**config.mk**
```make
export PLATFORM = sky130hd
export DESIGN_NAME = icache_refill
export DESIGN_NICKNAME = d
export VERILOG_FILES = /design/src/rtl/icache_refill.sv
export SDC_FILE = /design/constraint.sdc
export NUM_CORES = 2
export LEC_CHECK = 0
export BUFFER_PORTS_ARGS = -buffer_cell sky130_fd_sc_hd__clkbuf_2
export CAP_MARGIN = 20
export CORE_UTILIZATION = 67
export DETAILED_ROUTE_END_ITERATION = 6
export PLACE_DENSITY = 0.93
export SYNTH_ARGS = -nofsm -noshare
export SYNTH_HDL_FRONTEND = slang
export SYNTH_SLANG_ARGS = --single-unit
```
**constraint.sdc**
```tcl
create_clock -name clk -period 4.7 [get_ports clk]
set_clock_uncertainty 0.1 [all_clocks]
set_input_delay 0.235 -clock clk [delete_from_list [all_inputs] [get_ports clk]]
set_output_delay 0.235 -clock clk [all_outputs]
set_load 0.05 [all_outputs]
```
**src/rtl/icache_refill.sv**
```systemverilog
// Memory-side responder for I-cache misses: captures a miss, waits a fixed latency,
// then returns the 128-bit line and tag with a one-cycle fill strobe.
module icache_refill #(
  parameter int TAG_W     = 9,
  parameter int MEM_IDX_W = 5,
  parameter int LATENCY   = 5
) (
  input  logic                   clk,
  input  logic                   reset,
  input  logic                   ICacheMiss,
  input  logic [TAG_W-1:0]       ICacheMiss_tag,
  output logic                   WiCache,
  output logic [127:0]           WiCacheline,
  output logic [TAG_W-1:0]       WiCachetag,
  output logic                   busy,
  input  logic                   ld_we,
  input  logic [MEM_IDX_W+1:0]   ld_addr,
  input  logic [31:0]            ld_data
);

  localparam int CNT_W = (LATENCY > 1) ? $clog2(LATENCY) : 1;

  typedef enum logic [1:0] {IDLE, WAIT, RESP, HOLD} state_t;

  state_t             state, state_nxt;
  logic [CNT_W-1:0]   cnt;
  logic [TAG_W-1:0]   tag_q;
  logic [127:0]       mem [2**MEM_IDX_W];
  logic               fire;

  assign fire = (state == WAIT) && (cnt == '0);
  assign busy = (state != IDLE);

  // NOTE: every always_comb output gets a default first so no path leaves it unassigned (no latch).
  always_comb begin
    state_nxt = state;
    case (state)
      IDLE:    if (ICacheMiss) state_nxt = WAIT;
      WAIT:    if (cnt == '0)  state_nxt = RESP;
      RESP:    state_nxt = HOLD;
      HOLD:    state_nxt = IDLE;
      default: state_nxt = IDLE;
    endcase
  end

  // NOTE: sequential state uses non-blocking assignments so all registers see pre-edge values.
  always_ff @(posedge clk) begin
    if (reset) state <= IDLE;
    else       state <= state_nxt;
  end

  always_ff @(posedge clk) begin
    if (reset) begin
      cnt         <= '0;
      tag_q       <= '0;
      WiCache     <= 1'b0;
      WiCacheline <= '0;
      WiCachetag  <= '0;
    end else begin
      WiCache <= fire;
      if (state == IDLE && ICacheMiss) begin
        tag_q <= ICacheMiss_tag;
        cnt   <= CNT_W'(LATENCY - 1);
      end else if (state == WAIT) begin
        if (cnt != '0) begin
          cnt <= cnt - 1'b1;
        end else begin
          // Tags beyond the store size alias onto the low index bits.
          WiCacheline <= mem[tag_q[MEM_IDX_W-1:0]];
          WiCachetag  <= tag_q;
        end
      end
    end
  end

  // NOTE: the backing store is deliberately not reset; it keeps loaded programs across resets.
  always_ff @(posedge clk) begin
    if (ld_we)
      mem[ld_addr[MEM_IDX_W+1:2]][{ld_addr[1:0], 5'b0} +: 32] <= ld_data;
  end

endmodule

```
==> results of run 1 <==
## stage by stage
stage               hold WS [ns]  instances  area (sq um)  setup slack, ns  utilization
floorplan                  0.271       7247        162000             1.90            -
global placement           0.344      10400        168000             1.43        0.700
detailed placement         0.356      10400        169000             1.07        0.701
CTS                        0.119      11200        182000            0.764        0.756
## cell families after synthesis
family | Yosys count
xor gates and xnor gates | 2
buffers and inverters | 450
AOI/OAI and AO/OA | 591
DFF | 4248
and+or+nand+nor | 676
adders and majority gates | 11
muxes | 1269
==> impl_metrics.py, run 1 <==
metrics = {
    "logic_synthesis": {
        "syn_avg_cell_area_sq_um": 22.4,
        "yosysMostFrequentCell": "edfxtp_1",
        "synth_adder_area_share": 0.000849,
        "ys_ff_latch": 4248,
        "synth_nets": 7310,
        "synth_top_area_frac": 0.759,
        "synth_edf_count": 4096,
        "synthTopCellsByArea": "edfxtp_1 (76%), mux4_2 (14%), dfxtp_1 (1.9%)",
        "synthSimpleGateAreaFrac": 0.0209,
        "async_reset_ff_frac": 0,
        "synthCells": 7247,
        "synth_top_family_by_area": "multiplexers",
        "synthTopCellsByCount": "edfxtp_1 (4,096), mux4_2 (1,019), nand2_1 (223), mux2i_1 (215), a22oi_1 (213)",
        "synthMuxAreaShare": 0.157,
        "syn-cell-area_sq_mm": 0.162,
        "synth_xor_area_frac": 0.000108,
        "synthFlopType": "edfxtp_1",
        "ys_warn_count": 0,
        "synth-compound-area-share": 0.0289,
        "yosysTopAreaCell": "edfxtp_1",
        "ys_types": 49,
        "synth-seq-area-share": 0.778,
    },
    "status": {
        "status": "aborted with a tool error",
        "error_line": "[ERROR GRT-0228] Horizontal edge usage exceeds the maximum allowed. (18, 34) usage=65535 limit=3200",
        "haltStage": "global routing",
    },
    "clocking": {
        "cts_setup_buffers": 0,
        "cts.sinks": 4248,
        "hold_buffers": 31,
        "cts_buffers": 389,
        "post_cts_resized": 0,
        "clockRootBuffer": "clkbuf_16",
        "cts_buffer_depth": 4,
        "htreeDepth": 5,
    },
    "placed_design": {
        "io_buffers": 190,
        "place_congestion": 0.873,
        "post-dp-hpwl_um": 282000,
    },
    "floorplanning": {
        "die_w_um": 494,
        "row_count": 180,
        "fp.dieH_um": 494,
        "num_io_pins": 191,
        "start_util": 0.674,
    },
    "global_routing": {
        "grt_max_degree": 126,
        "antenna_found_initial": 90,
    },
    "sta": {
        "worst-ep-kind": "sequential cell input",
        "worst_endpoint": "WiCacheline[32]$_SDFFE_PP0P_/D",
    },
}
==> inputs of run 2 (changes only) <==
CORE_UTILIZATION = 40   (was 67)
PLACE_DENSITY = default   (was 0.93)
PLACE_DENSITY_LB_ADDON = 0.15   (was default)
==> run 2 against run 1 <==
  * Synthesized area unchanged
  * The flow now finishes without violations
  * Synthesized cell count unchanged
==> impl_metrics.py, run 2 <==
metrics = {
    "sta": {
        "post-route-period-util": 0.705,
        "hold_viol_final": 0,
        "report.final.slew_viol_count": 0,
        "layout_setup_ws_ns": 1.39,
        "worstMarginPinSlew_ns": 1.13,
        "rsz0062_at_grt": "false",
        "setup_tns_ns": 0,
        "setup_viol": 0,
        "relSlewSlack": 0.244,
        "fmax_ghz": 0.302,
        "period_needed_ns": 3.31,
    },
    "flow_run": {
        "drv_cap": 0,
    },
    "logic_synthesis": {
        "yosysTopAreaCell": "edfxtp_1",
        "synth_nets": 7310,
        "synthTopCellsByCount": "edfxtp_1 (4,096), mux4_2 (1,019), nand2_1 (223), mux2i_1 (215), a22oi_1 (213)",
        "syn-cell-area_sq_mm": 0.162,
        "synth-seq-area-share": 0.778,
        "synthFlopType": "edfxtp_1",
        "synthCells": 7247,
        "yosysMostFrequentCell": "edfxtp_1",
        "async_reset_ff_frac": 0,
        "synth_top_area_frac": 0.759,
        "ys_warn_count": 0,
        "synthTopCellsByArea": "edfxtp_1 (76%), mux4_2 (14%), dfxtp_1 (1.9%)",
        "syn_avg_cell_area_sq_um": 22.4,
        "ys_ff_latch": 4248,
        "ys_types": 49,
        "synth_edf_count": 4096,
    },
    "setup_path": {
        "path_cells": "inv_1 -> ha_1 -> and2_1 -> nor4_4 -> buf_4 -> buf_12 -> a22oi_1 -> o2111ai_1 -> and3b_1",
        "slowest_delay_ns": 0.66,
        "crit_path_max_fanout": 71,
        "critPathLaunchType": "flop",
        "required_ns": 5.47,
        "rr_startpoint": "state[0]",
        "end_kind": "flop",
        "crit_path_top_delay_cell": "a22oi_1",
        "critPathKind": "reg -> reg",
        "r2r_cells": 9,
        "reg2reg_to": "WiCacheline[67]",
        "rrSetupSlack_ns": 1.39,
        "worst_ep_arrival_time_ns": 4.08,
    },
    "placed_design": {
        "post-dp-hpwl_um": 257000,
        "io_buffers": 190,
        "place_congestion": 0.769,
        "place_ws_ns": 1.33,
    },
    "global_routing": {
        "antenna_found_initial": 49,
        "grt_pass1_wl_um": 655000,
        "track_usage": 0.230,
        "grt_pass1_vias": 82000,
        "grt.overflow.total": 0,
        "grt_max_degree": 93,
    },
    "power_and_ir_drop": {
        "ir_drop_v": 0.000365,
        "power.density_mw_per_mm2": 469,
        "p_leak_nw": 48.5,
    },
    "cells_and_area": {
        "nets": 7899,
        "layout-drive-gt1-share": 0.290,
        "syn_to_final_growth_pct": 15.6,
        "largest_register_ffs": 4096,
        "mostFrequentLayoutCell": "edfxtp_1",
        "nFillCells": 33500,
        "layout_common_cells": "edfxtp_1 (4,096), mux4_2 (1,019), clkbuf_16 (451)",
    },
    "drt": {
        "initialDrtViolationCount": 9254,
        "vias": 80200,
        "avgViaCountPerCell": 5.86,
        "antenna_left": 0,
        "routed_wl_um": 472000,
        "avgRoutedWirePerCell_um": 34.5,
        "dr.pass1.iters": 5,
        "drc": 0,
    },
    "status": {
        "status": "completed",
    },
    "clocking": {
        "cts_buffers": 434,
        "htreeDepth": 5,
        "cts_tree": "yes",
        "clockRootBuffer": "clkbuf_16",
        "clock_latency_ns": 0.99,
        "cts_setup_buffers": 0,
        "cts_buffer_depth": 4,
        "cts.sinks": 4248,
        "clk_pin_slew_worst_paths_ns": 0.06,
    },
    "floorplanning": {
        "fp.dieH_um": 638,
        "core-area_sq_mm": 0.403,
        "start_util": 0.402,
        "num_io_pins": 191,
        "row_count": 233,
        "dieArea_sq_mm": 0.408,
        "die_w_um": 638,
    },
    "hold_path": {
        "worst_hold_path.num_cells": 2,
        "min_path_type": "in -> reg",
        "holdPathEnd": "mem[24][69]",
        "holdCritStartpoint": "ld_data[5]",
    },
}
[run 2: cell counts after synthesis]
No cell type changed its count.
[run 2: where the power goes]
part / switching (W) / internal, W / total (W)
Clock: 0.0144 / 0.0199 / 0.0344
Combinational: 0.00716 / 0.00348 / 0.0106
Sequential: 0.000923 / 0.0419 / 0.0428
Total: 0.0225 / 0.0653 / 0.0878
[run 2: metrics by stage]
stage	std cells	cell area, sq um	hold WS, ns	total power [W]	util
floorplan	7247	162000	0.271	0.0501	-
global placement	12700	172000	0.349	0.0543	0.427
detailed placement	12700	172000	0.354	0.0544	0.427
CTS	13600	186000	0.0864	0.0885	0.463
global route	13600	187000	0.0842	0.0904	0.465
finish	13700	187000	0.0984	0.0878	0.465
[run 2: per-layer routing]
| metal | wire length (um) | track usage | part of all wire |
|---|---|---|---|
| met5 | 23 | 0 | 0.000049 |
| met4 | 12100 | 0.0604 | 0.026 |
| met3 | 34200 | 0.0394 | 0.072 |
| met2 | 235000 | 0.385 | 0.50 |
| met1 | 191000 | 0.312 | 0.41 |
[run 2: repair_timing]
item | in CTS | in global routing
hold endpoints to repair | 93 | 0
hold buffers | 36 | 0
setup endpoints to repair | 0 | 0
resized for setup | 0 | 0
[run 2: layout make-up]
class                   instances  area, sq um  area share
clock buffers                 602        12200      0.0650
clock inverters               218         1980      0.0105
multi-input cells            2549        34800       0.186
diodes                         56          140    0.000748
inverters                      12         60.1    0.000321
repair buffers                591         5330      0.0285
flip-flops and latches       4248       126000       0.673
well taps                    5405         6760      0.0361
[run 2: cell families (layout without fill, tap and decap cells)]
logic type | after synthesis | in the layout | synth area share
and+or+nand+nor | 676 | 676 | 0.0209
buffers and inverters | 450 | 1423 | 0.0140
adders and majority gates | 11 | 11 | 0.000849
AOI/OAI and AO/OA | 591 | 591 | 0.0289
muxes | 1269 | 1269 | 0.157
other | 0 | 56 | 0
DFF | 4248 | 4248 | 0.778
xor gates and xnor gates | 2 | 2 | 0.000108
[run 2: how the worst max path moves through the flow]
stage | from | to | slack (ns) | cells after the start
2_1_floorplan | ld_addr[0] | mem[12][0] | 1.90 | 5
3_3_place_gp | ld_addr[0] | mem[11][17] | 1.41 | 6
3_5_place_dp | ld_addr[0] | mem[8][92] | 1.33 | 6
4_1_cts | state[0] | WiCacheline[29] | 1.49 | 9
5_1_grt | state[0] | WiCacheline[65] | 1.28 | 9
6_report | state[0] | WiCacheline[67] | 1.39 | 9
[run 2: worst max-delay path, delay by kind of cell, from the launching register on]
kind | cells | cell delay (ns)
adder cells (fa/ha/maj) | 1 | 0.22
AO/OA/AOI/OAI | 2 | 0.87
buffers and inverters | 3 | 0.46
flip-flops | 1 | 0.33
AND/OR/NAND/NOR | 3 | 0.94
(Power assumes the default switching activity.)
